## src/rtl/mc_ctrl.sv

```systemverilog
// mc_ctrl: multi-cycle MIPS control sequencer (IF/ID/EX/MEM/WB/HALT) with
// retired-instruction counter and sticky illegal-opcode trap.
module mc_ctrl #(
  parameter int CNT_W = 32
) (
  input  logic             clk,
  input  logic             reset,
  input  logic             run,
  input  logic [5:0]       OP,
  input  logic [5:0]       func,
  input  logic             Zero,
  input  logic             mem_ready,
  output logic             IR_WE,
  output logic             PC_WE,
  output logic [1:0]       PC_src,
  output logic [1:0]       Reg_dst,
  output logic [3:0]       ALUOP,
  output logic             ALU_src,
  output logic [2:0]       Shift_ctrl,
  output logic [1:0]       MtoR,
  output logic [1:0]       s_type,
  output logic             RWE,
  output logic             MWE,
  output logic             Branch,
  output logic [2:0]       state,
  output logic [CNT_W-1:0] instr_cnt,
  output logic             err
);
  typedef enum logic [2:0] {
    S_IF = 3'd0, S_ID = 3'd1, S_EX = 3'd2, S_MEM = 3'd3, S_WB = 3'd4, S_HALT = 3'd7
  } state_t;
  typedef enum logic [3:0] {
    C_ADDU, C_SUBU, C_SLL, C_JR, C_ORI, C_LUI, C_LW, C_SW, C_BEQ, C_J, C_JAL, C_ILL
  } cls_t;
  function automatic cls_t decode(input logic [5:0] op, input logic [5:0] fn);
    cls_t c;
    c = C_ILL;
    case (op)
      6'h00: c = fn == 6'h21 ? C_ADDU : fn == 6'h23 ? C_SUBU : fn == 6'h00 ? C_SLL : fn == 6'h08 ? C_JR : C_ILL;
      6'h0D: c = C_ORI;
      6'h0F: c = C_LUI;
      6'h23: c = C_LW;
      6'h2B: c = C_SW;
      6'h04: c = C_BEQ;
      6'h02: c = C_J;
      6'h03: c = C_JAL;
      default: c = C_ILL;
    endcase
    return c;
  endfunction
  state_t           state_q, state_d;
  logic [5:0]       op_q, op_d, func_q, func_d;
  logic [3:0]       aluop_q, aluop_d;
  logic             alu_src_q, alu_src_d;
  logic [2:0]       shift_q, shift_d;
  logic [1:0]       reg_dst_q, reg_dst_d, mtor_q, mtor_d;
  logic [CNT_W-1:0] instr_cnt_q, instr_cnt_d;
  logic             err_q, err_d;
  cls_t             cls, in_cls;
  logic             in_if, in_id, in_ex, in_mem, in_wb;
  assign cls    = decode(op_q, func_q);
  assign in_cls = decode(OP, func);
  assign in_if  = state_q == S_IF;
  assign in_id  = state_q == S_ID;
  assign in_ex  = state_q == S_EX;
  assign in_mem = state_q == S_MEM;
  assign in_wb  = state_q == S_WB;
  always_comb begin
    state_d   = state_q;
    op_d      = op_q;
    func_d    = func_q;
    aluop_d   = aluop_q;
    alu_src_d = alu_src_q;
    shift_d   = shift_q;
    reg_dst_d = reg_dst_q;
    mtor_d    = mtor_q;
    err_d     = err_q;
    case (state_q)
      S_IF: state_d = run ? S_ID : S_IF;
      S_ID: begin
        op_d      = OP;
        func_d    = func;
        aluop_d   = in_cls inside {C_SUBU, C_BEQ} ? 4'd1 : in_cls == C_SLL ? 4'd3 :
                    in_cls == C_ORI ? 4'd2 : in_cls inside {C_LUI, C_JR} ? 4'd4 : 4'd0;
        alu_src_d = in_cls inside {C_ORI, C_LUI, C_LW, C_SW};
        shift_d   = in_cls == C_LUI ? 3'd2 : in_cls inside {C_LW, C_SW, C_BEQ} ? 3'd1 : 3'd0;
        reg_dst_d = in_cls inside {C_ADDU, C_SUBU, C_SLL} ? 2'd1 : in_cls == C_JAL ? 2'd2 : 2'd0;
        mtor_d    = in_cls == C_LW ? 2'd1 : in_cls == C_JAL ? 2'd2 : 2'd0;
        err_d     = err_q | (in_cls == C_ILL);
        state_d   = in_cls == C_J ? S_IF : in_cls == C_JAL ? S_WB : in_cls == C_ILL ? S_HALT : S_EX;
      end
      S_EX:  state_d = cls inside {C_BEQ, C_JR} ? S_IF : cls inside {C_LW, C_SW} ? S_MEM : S_WB;
      S_MEM: state_d = !mem_ready ? S_MEM : cls == C_LW ? S_WB : S_IF;
      S_WB:  state_d = S_IF;
      default: state_d = S_HALT;
    endcase
  end
  // Enables are gated by reset so nothing fires while reset is held, even in IF.
  always_comb begin
    IR_WE  = !reset && in_if && run;
    PC_WE  = !reset && ((in_id && in_cls == C_J) || (in_ex && cls inside {C_BEQ, C_JR}) ||
                        (in_mem && cls == C_SW && mem_ready) || in_wb);
    RWE    = !reset && in_wb;
    MWE    = !reset && in_mem && cls == C_SW && mem_ready;
    Branch = !reset && in_ex && cls == C_BEQ;
    PC_src = reset ? 2'd0 : (in_id && in_cls == C_J) ? 2'd2 : (in_ex && cls == C_BEQ) ? {1'b0, Zero} :
             (in_ex && cls == C_JR) ? 2'd3 : (in_wb && cls == C_JAL) ? 2'd2 : 2'd0;
    instr_cnt_d = instr_cnt_q + {{(CNT_W-1){1'b0}}, PC_WE};
  end
  always_ff @(posedge clk or posedge reset) begin
    if (reset) begin
      state_q     <= S_IF;
      op_q        <= '0;
      func_q      <= '0;
      aluop_q     <= '0;
      alu_src_q   <= 1'b0;
      shift_q     <= '0;
      reg_dst_q   <= '0;
      mtor_q      <= '0;
      instr_cnt_q <= '0;
      err_q       <= 1'b0;
    end else begin
      state_q     <= state_d;
      op_q        <= op_d;
      func_q      <= func_d;
      aluop_q     <= aluop_d;
      alu_src_q   <= alu_src_d;
      shift_q     <= shift_d;
      reg_dst_q   <= reg_dst_d;
      mtor_q      <= mtor_d;
      instr_cnt_q <= instr_cnt_d;
      err_q       <= err_d;
    end
  end
  assign ALUOP      = aluop_q;
  assign ALU_src    = alu_src_q;
  assign Shift_ctrl = shift_q;
  assign Reg_dst    = reg_dst_q;
  assign MtoR       = mtor_q;
  assign s_type     = 2'd0;
  assign state      = state_q;
  assign instr_cnt  = instr_cnt_q;
  assign err        = err_q;
endmodule

```

## config.mk

```make
export PLATFORM = sky130hd
export DESIGN_NAME = mc_ctrl
export DESIGN_NICKNAME = d
export VERILOG_FILES = /design/src/rtl/mc_ctrl.sv
export SDC_FILE = /design/constraint.sdc
export NUM_CORES = 1
export LEC_CHECK = 0
export CAP_MARGIN = 20
export CORE_MARGIN = 4
export CORE_UTILIZATION = 45
export CTS_CLUSTER_SIZE = 24
export DETAILED_ROUTE_END_ITERATION = 6
export PLACE_DENSITY = 0.76
export SETUP_SLACK_MARGIN = 0.3
export SLEW_MARGIN = 5
export SYNTH_ARGS = -nofsm -noshare
export SYNTH_HDL_FRONTEND = slang
export SYNTH_SLANG_ARGS = --single-unit
export TNS_END_PERCENT = 5
```

## constraint.sdc

```tcl
create_clock -name clk -period 3.26 [get_ports clk]
set_clock_uncertainty 0.15 [all_clocks]
set_input_delay 0.652 -clock clk [delete_from_list [all_inputs] [get_ports clk]]
set_output_delay 0.652 -clock clk [all_outputs]
set_load 0.02 [all_outputs]
```

==> implementation parameters, run 1 <==
Parameter                              Value

STA
  Minimum setup slack in the final design ... -0.350 ns
  RSZ-0062 raised after global routing ... true
  Number of pins exceeding their max-slew limit in the final report ... 0
  Number of endpoints with negative hold slack in the final report ... 0
  Max Freq ... roughly 280 MHz
  Final setup violating endpoints ... 29
  Final period utilization ... 1.11
  Final critical delay including setup and external delays ... 3.61 ns

Worst setup path
  CP arrival ... 3.71 ns
  Worst reg2reg path depth ... 13
  Worst Path Required ... 3.36 ns
  Worst R2R Setup Slack ... -0.35 ns
  CP Launch Type ... flop
  Critical path endpoint category ... flop
  Critical path peak fanout ... 7
  Critical setup path kind ... reg -> reg
  Launching point of the worst reg2reg path ... op_q[3]
  Endpoint of the worst-slack reg-to-reg timing path ... instr_cnt[31]

Worst hold path
  Hold depth ... 1
  Path type of the worst min-delay path ... reg -> reg
  Hold path startpoint ... instr_cnt[31]
  Endpoint of the worst hold-timing path ... instr_cnt[31]

GRT
  Pin count of the biggest net entering global routing ... 24
  Antenna violations before repair ... 0
  Via count of the first global-routing pass ... 2910
  Global Route Usage Sum ... 0.200
  Aggregate global routing overflow ... 0
  Wire length of the first global-routing pass ... 13300 µm

Clock network
  CTS Hold Bufs ... 0
  Buffers from clock root to sink, at most ... 2
  Number of levels the H-tree was split into ... 3
  Number of buffers added by the clock tree synthesis step ... 9
  TritonCTS clock tree ... done
  Clock latency reported for the late side of the worst-skew pair ... around 0.34 ns
  Clock root buffer master ... clkbuf_8
  CTS Sinks ... 58
  Post-CTS clock slew at the launch and capture registers of the worst setup and hold paths ... around 0.07 ns

Floorplan
  Overall die width ... 90.8 µm
  Standard cell core area ... 0.00649 mm²
  Number of placement rows ... 29
  Die area ... 0.00825 mm²
  Y dimension of the die ... approximately 91 µm
  Effective utilization at floorplan ... 0.475
  I/O pin count ... between 70 and 80

Power and ir drop
  Cell Pwr Density ... between 500 and 600 mW/mm²
  Leak ... about 0.0022 µW
  Maximum vdd drop ... between 0.4 and 0.5 mV

Cells and area
  Proportion of layout cells with a drive suffix above 1 ... 0.277
  Post-Route Utilization ... 0.734
  P&R area growth vs syn ... 54.4%
  Final net count ... 488
  Non-Filler Cell Area, Final ... 0.00476 mm²
  Number of filler instances in the final layout ... 483
  Antenna diodes ... 0

Synthesis
  Post-synth design cell area ... 0.00309 mm²
  Distinct cell type count after synthesis ... 59
  Fraction of synthesized cell area in xor and xnor cells ... 0.0965
  Number of enable-type register cells in the synthesized netlist ... 0
  Top post-synthesis cells by area ... dfrtp_1 47%, xnor2_1 7.4%, nand2_1 7.1%
  Post-synthesis register bit count ... 58
  Dominant combinational cell family by area after synthesis ... simple AND/OR/NAND/NOR gates
  Count of yosys warnings during synthesis ... 0
  Adder-Cell Fraction of Synth Area ... 0.00811
  Sequential fraction of the synthesis area ... 0.470
  Simple-gate area share of the yosys netlist ... 0.270
  Most area-hungry cell type in the Yosys netlist ... dfrtp_1
  Multiplexer share of the synthesized area ... 0.00324
  Count of mapped cells out of synthesis ... 331
  Post-synth top flop ... dfrtp_1
  Fraction of registers with async set or reset after synthesis ... 1.00
  Post-synthesis compound-gate area fraction ... 0.113
  Average cell area after synthesis ... 9.32 µm²
  Area fraction of the dominant cell type after synthesis ... 0.470

Drt
  Final WL ... 8280 µm
  Number of search-and-repair iterations in the first detailed-routing pass ... 4
  Via count ... about 3000
  Post-DR wirelength/cell ... 15.0 µm
  Residual DRC ... 0
  Number of nets still failing antenna checks after routing ... 0
  Iter 0 DRT Violations ... 146
  Average vias per placed instance ... about 5.4

Outcome
  Run status ... complete, but fails checks
  Failing checks ... setup timing

Placement
  Total placed instance area ... 0.00442 mm²
  Final GP Congestion ... 0.849
  Port Buf Inserts ... 69
  Detailed placer's ending HPWL ... 6230 µm

Run
  Max-capacitance violation count ... 0
[repair_timing]
action                                  CTS  global route
pin swaps                                15            19
setup buffers                             3             3
endpoints found under the setup margin   37            37
gates resized for setup                  41            23
[state kept, by name, indices dropped and copies added, names as in the netlist]
signal and cells:
err 1, ALUOP 3, state 3, Shift_ctrl 2, ALU_src 1, func_q 6
op_q 6, MtoR 2, instr_cnt 32, Reg_dst 2
[Yosys cell counts (3+ instances only)]
cell type,n
a211oi_1,3
a21oi_1,5
and2_1,5
and3_1,8
and3b_1,3
and4b_1,4
buf_4,4
clkbuf_1,10
dfrtp_1,58
inv_1,12
nand2_1,58
nand2b_1,3
nand3_1,18
nand4_1,6
nor2_1,24
nor2b_1,4
nor3_1,5
o21ai_0,14
o31ai_1,3
xnor2_1,26
xor2_1,8
[where the power goes]
part           internal, µW  switching, µW
clock                   366            279
combinational           522            505
sequential              872            118
total                  1760            902
[cell families (layout without fill, tap and decap cells)]
logic type	count (synthesis)	in the layout
and+or+nand+nor	159	159
DFF	58	58
AOI/OAI and AO/OA	49	49
xor gates and xnor gates	34	34
buffers and inverters	27	166
adders and majority gates	2	2
other	1	4
muxes	1	1
[final cells by class]
cell class              count  area, µm²  share of cell area
multi-input cells         249       1740               0.365
flip-flops and latches     58       1450               0.305
repair buffers            139       1240               0.260
clock buffers              10        138              0.0289
well taps                  77       96.3              0.0202
clock inverters             5       55.1              0.0116
inverters                  12       48.8              0.0102
[worst max-delay path: stages, from the launching register on]
cell	delay (ns)
dfrtp_1	0.38
or4_4	0.57
a2111o_1	0.36
and2_4	0.18
o41a_1	0.36
buf_6	0.15
o22ai_4	0.13
buf_6	0.13
ha_4	0.15
nand4_1	0.17
nor3_4	0.37
nand2_1	0.13
nor2_2	0.14
xor2_1	0.15
[worst max path at each step]
stage / startpoint / endpoint / cells after the start
after floorplan: OP[3] / instr_cnt[30] / 14
after global placement: OP[2] / PC_WE / 9
after detailed placement: OP[2] / instr_cnt[18] / 16
after CTS: func[5] / instr_cnt[31] / 15
after global routing: op_q[3] / instr_cnt[31] / 13
final: op_q[3] / instr_cnt[31] / 13
[stage by stage]
| stage | total power (µW) | hold WS [ns] | setup slack [ns] | instances | setup TNS (ns) |
|---|---|---|---|---|---|
| floorplan | 1470 | 0.297 | -0.244 | 334 | -3.42 |
| global placement | 1920 | 0.311 | -0.833 | 529 | -23.11 |
| detailed placement | 1950 | 0.312 | -0.891 | 529 | -25.28 |
| CTS | 2620 | 0.325 | -0.271 | 547 | -5.60 |
| global route | 2820 | 0.337 | -0.535 | 550 | -9.05 |
| finish | 2660 | 0.318 | -0.350 | 550 | -5.10 |
[routing by layer]
layer / GRT usage / up-vias / share of wire
met5: 0 / - / 0
met4: 0.0967 / 0 / 0.026
met1: 0.240 / 1403 / 0.42
met3: 0.0500 / 19 / 0.047
met2: 0.336 / 85 / 0.51
li1: - / 1438 / -
[placed cells by master, fill, tap and decap left out, drive strengths merged, types with 3 or more instances in the layout]
cell type | synthesis | final
o31ai | 3 | 3
nor4 | 3 | 3
nand3 | 18 | 18
xor2 | 8 | 8
dfrtp | 58 | 58
nand4 | 6 | 6
and4b | 5 | 5
or4 | 3 | 3
nor2 | 24 | 24
and3 | 9 | 9
nand2b | 3 | 3
nand2 | 58 | 58
nor2b | 4 | 4
and3b | 4 | 4
dlymetal6s2s | 0 | 4
buf | 5 | 75
clkbuf | 10 | 11
clkdlybuf4s50 | 0 | 54
nor3 | 5 | 5
and2 | 6 | 6
a211oi | 3 | 3
o21ai | 14 | 14
xnor2 | 26 | 26
clkinvlp | 0 | 3
conb | 1 | 4
inv | 12 | 11
a21oi | 5 | 5
dlygate4sd2 | 0 | 5
No activity file was read; power rests on OpenSTA's default activity.
==> run 2, diff against run 1 <==
--- a/config.mk
+++ b/config.mk
@@ -5,12 +5,13 @@
 export SDC_FILE = /design/constraint.sdc
 export NUM_CORES = 1
 export LEC_CHECK = 0
+export ABC_CLOCK_PERIOD_IN_PS = 3350
 export CAP_MARGIN = 20
 export CORE_MARGIN = 4
-export CORE_UTILIZATION = 45
+export CORE_UTILIZATION = 50
 export CTS_CLUSTER_SIZE = 24
 export DETAILED_ROUTE_END_ITERATION = 6
-export PLACE_DENSITY = 0.76
+export PLACE_DENSITY = 0.8
 export SETUP_SLACK_MARGIN = 0.3
 export SLEW_MARGIN = 5
 export SYNTH_ARGS = -nofsm -noshare
==> constraint.sdc (replaced) <==
create_clock -name clk -period 3.35 [get_ports clk]
set_clock_uncertainty 0.15 [all_clocks]
set_input_delay 0.67 -clock clk [delete_from_list [all_inputs] [get_ports clk]]
set_output_delay 0.67 -clock clk [all_outputs]
set_load 0.02 [all_outputs]
==> run 2 against run 1 <==
  * The flow still finishes with violations (setup timing)
  * Non-clock buffer count up 12
  * Worst setup slack got worse by 0.11 ns
  * Critical path depth increased by 2
  * Clock-buffer cell count grew 4
  * Combinational power rose by 9%
  * Register-to-register slack worse by 0.11 ns
  * First-iteration DRC count is 43% higher
  * Clock power is 4.0% higher
  * Cell count increased by 2.0%
  * Via count grew 11%
  * Fmax decreased by 5.1%
  * Critical path type unchanged
==> implementation parameters, run 2 (same netlist as run 1, synthesis figures left out) <==
Parameter                              Value

STA
  Final period utilization ... 1.14
  Number of endpoints with negative hold slack in the final report ... 0
  Minimum setup slack in the final design ... -0.456 ns
  Final setup violating endpoints ... 33
  RSZ-0062 raised after global routing ... true
  Number of pins exceeding their max-slew limit in the final report ... 0
  Max Freq ... 263 MHz
  Total negative slack ... -10.34 ns
  Final critical delay including setup and external delays ... 3.81 ns

Worst setup path
  Critical path peak fanout ... 5
  CP arrival ... 3.90 ns
  Critical setup path kind ... reg -> reg
  Worst reg2reg path depth ... 15
  Critical path endpoint category ... flop
  CP Launch Type ... flop
  Worst Path Required ... 3.44 ns

Cells and area
  Proportion of layout cells with a drive suffix above 1 ... 0.298
  Antenna diodes ... 0
  Most frequent cells in the layout ... 78 x buf_4, 58 x dfrtp_1, 55 x nand2_1, 55 x clkdlybuf4s50_1, 25 x xnor2_1
  Final net count ... 500
  P&R area growth vs syn ... 59.1%
  Post-Route Utilization ... 0.824
  Max reg flops ... 32
  Most common cell after layout, fill and taps aside ... buf_4

Clock network
  TritonCTS clock tree ... done
  Number of levels the H-tree was split into ... 3
  CTS Hold Bufs ... 0
  Post-CTS clock slew at the launch and capture registers of the worst setup and hold paths ... 0.07 ns
  Clock latency reported for the late side of the worst-skew pair ... 0.35 ns
  Clock root buffer master ... clkbuf_8
  Buffers from clock root to sink, at most ... 2
  CTS Sinks ... 58
  Number of buffers added by the clock tree synthesis step ... 9

Floorplan
  Standard cell core area ... 0.00596 mm²
  Die area ... around 0.0075 mm²
  Y dimension of the die ... 86.6 µm
  I/O pin count ... 74
  Number of placement rows ... 28
  Overall die width ... 86.6 µm
  Effective utilization at floorplan ... 0.518

Power and ir drop
  Power share of the clock group ... 0.243
  Leak ... 0.00225 µW
  Maximum vdd drop ... 0.362 mV
  Internal Pwr Total ... 1780 µW
  Relative contribution of sequential cells to total power ... 0.353
  Combinational fraction of design power ... 0.404
  Switching power ... 988 µW
  Net Sw Frac ... 0.357
  Cell Pwr Density ... approximately 560 mW/mm²

GRT
  Pin count of the biggest net entering global routing ... 27
  Antenna violations before repair ... 0
  Global Route Usage Sum ... 0.266
  Aggregate global routing overflow ... 0
  Via count of the first global-routing pass ... 3220
  Wire length of the first global-routing pass ... 15500 µm

Drt
  Average vias per placed instance ... 5.84
  Number of search-and-repair iterations in the first detailed-routing pass ... 5
  Final WL ... 10800 µm
  Via count ... 3276
  Number of nets still failing antenna checks after routing ... 0
  Iter 0 DRT Violations ... about 210
  Residual DRC ... 0
  Post-DR wirelength/cell ... 19.3 µm

Worst hold path
  Hold depth ... 1
  Path type of the worst min-delay path ... reg -> reg

Outcome
  Run status ... complete, but fails checks
  Failing checks ... setup timing

Placement
  Detailed placer's ending HPWL ... 6620 µm
  Final GP Congestion ... 0.871
  Port Buf Inserts ... 69

Run
  Max-capacitance violation count ... 0
-- run 2: stage by stage --
step                      std cells  instance area [µm²]  power (µW)  worst slack (ns)  hold WS, ns
after CTS                       557                 4800        2640            -0.298        0.330
after floorplan                 334                 3220        1430            -0.172        0.297
final                           561                 4910        2760            -0.456        0.328
after global routing            561                 4910        2900            -0.564        0.354
after global placement          531                 4450        1860            -0.824        0.309
after detailed placement        531                 4450        1900            -0.952        0.314
-- run 2: layout make-up --
| type | instances | area (µm²) |
|---|---|---|
| Multi-Input combinational cell | 249 | 1790 |
| Sequential cell | 58 | 1450 |
| Timing Repair Buffer | 151 | 1330 |
| Fill cell | 335 | 1050 |
| Clock buffer | 14 | 163 |
| Tap cell | 75 | 93.8 |
| Inverter | 12 | 48.8 |
| Clock inverter | 2 | 35.0 |
-- run 2: worst paths after layout --
| path | from | end | slack, ns |
|---|---|---|---|
| max in group asynchronous | reset | instr_cnt[26] | 2.02 |
| min in group asynchronous | reset | op_q[5] | 0.71 |
| max | op_q[5] | instr_cnt[18] | -0.46 |
| min | err | err | 0.33 |
| min reg2reg | err | err | 0.33 |
| max reg2reg | op_q[5] | instr_cnt[18] | -0.46 |
-- run 2: per-layer routing --
metal,routed length (µm),track usage
met1,4140,0.318
met2,5570,0.471
met5,0,0
met4,258,0.0963
met3,832,0.0532
-- run 2: what timing repair did --
action | 4_1_cts | 5_1_grt
buffers inserted | 10 | 4
resized for setup | 51 | 21
pin swaps | 25 | 19
endpoints found under the setup margin | 37 | 35
-- run 2: worst max-delay path: stages, from the launching register on --
cell      delay, ns
dfrtp_1        0.39
or4_4          0.57
a2111o_1       0.43
and2_4         0.18
o41a_1         0.42
buf_6          0.15
o22ai_4        0.13
buf_6          0.13
ha_4           0.15
ha_4           0.16
nand3_4        0.11
buf_12         0.15
buf_12         0.12
nor2_4         0.15
nand4_1        0.16
xnor2_1        0.15
-- run 2: power groups by stage --
stage	Clock (µW)	Combinational, µW	Sequential, µW
after floorplan	0	370	1060
after global placement	0	895	964
after detailed placement	0	917	979
after CTS	662	1010	969
after global routing	710	1200	992
final	671	1120	977
==> run 3, diff against run 2 <==
--- a/config.mk
+++ b/config.mk
@@ -9,6 +9,7 @@
 export CAP_MARGIN = 20
 export CORE_MARGIN = 4
 export CORE_UTILIZATION = 50
+export CTS_CLUSTER_DIAMETER = 40
 export CTS_CLUSTER_SIZE = 24
 export DETAILED_ROUTE_END_ITERATION = 6
 export PLACE_DENSITY = 0.8
==> results of run 3 <==
The final DEF is identical to that of run 2; final timing and power are the same.
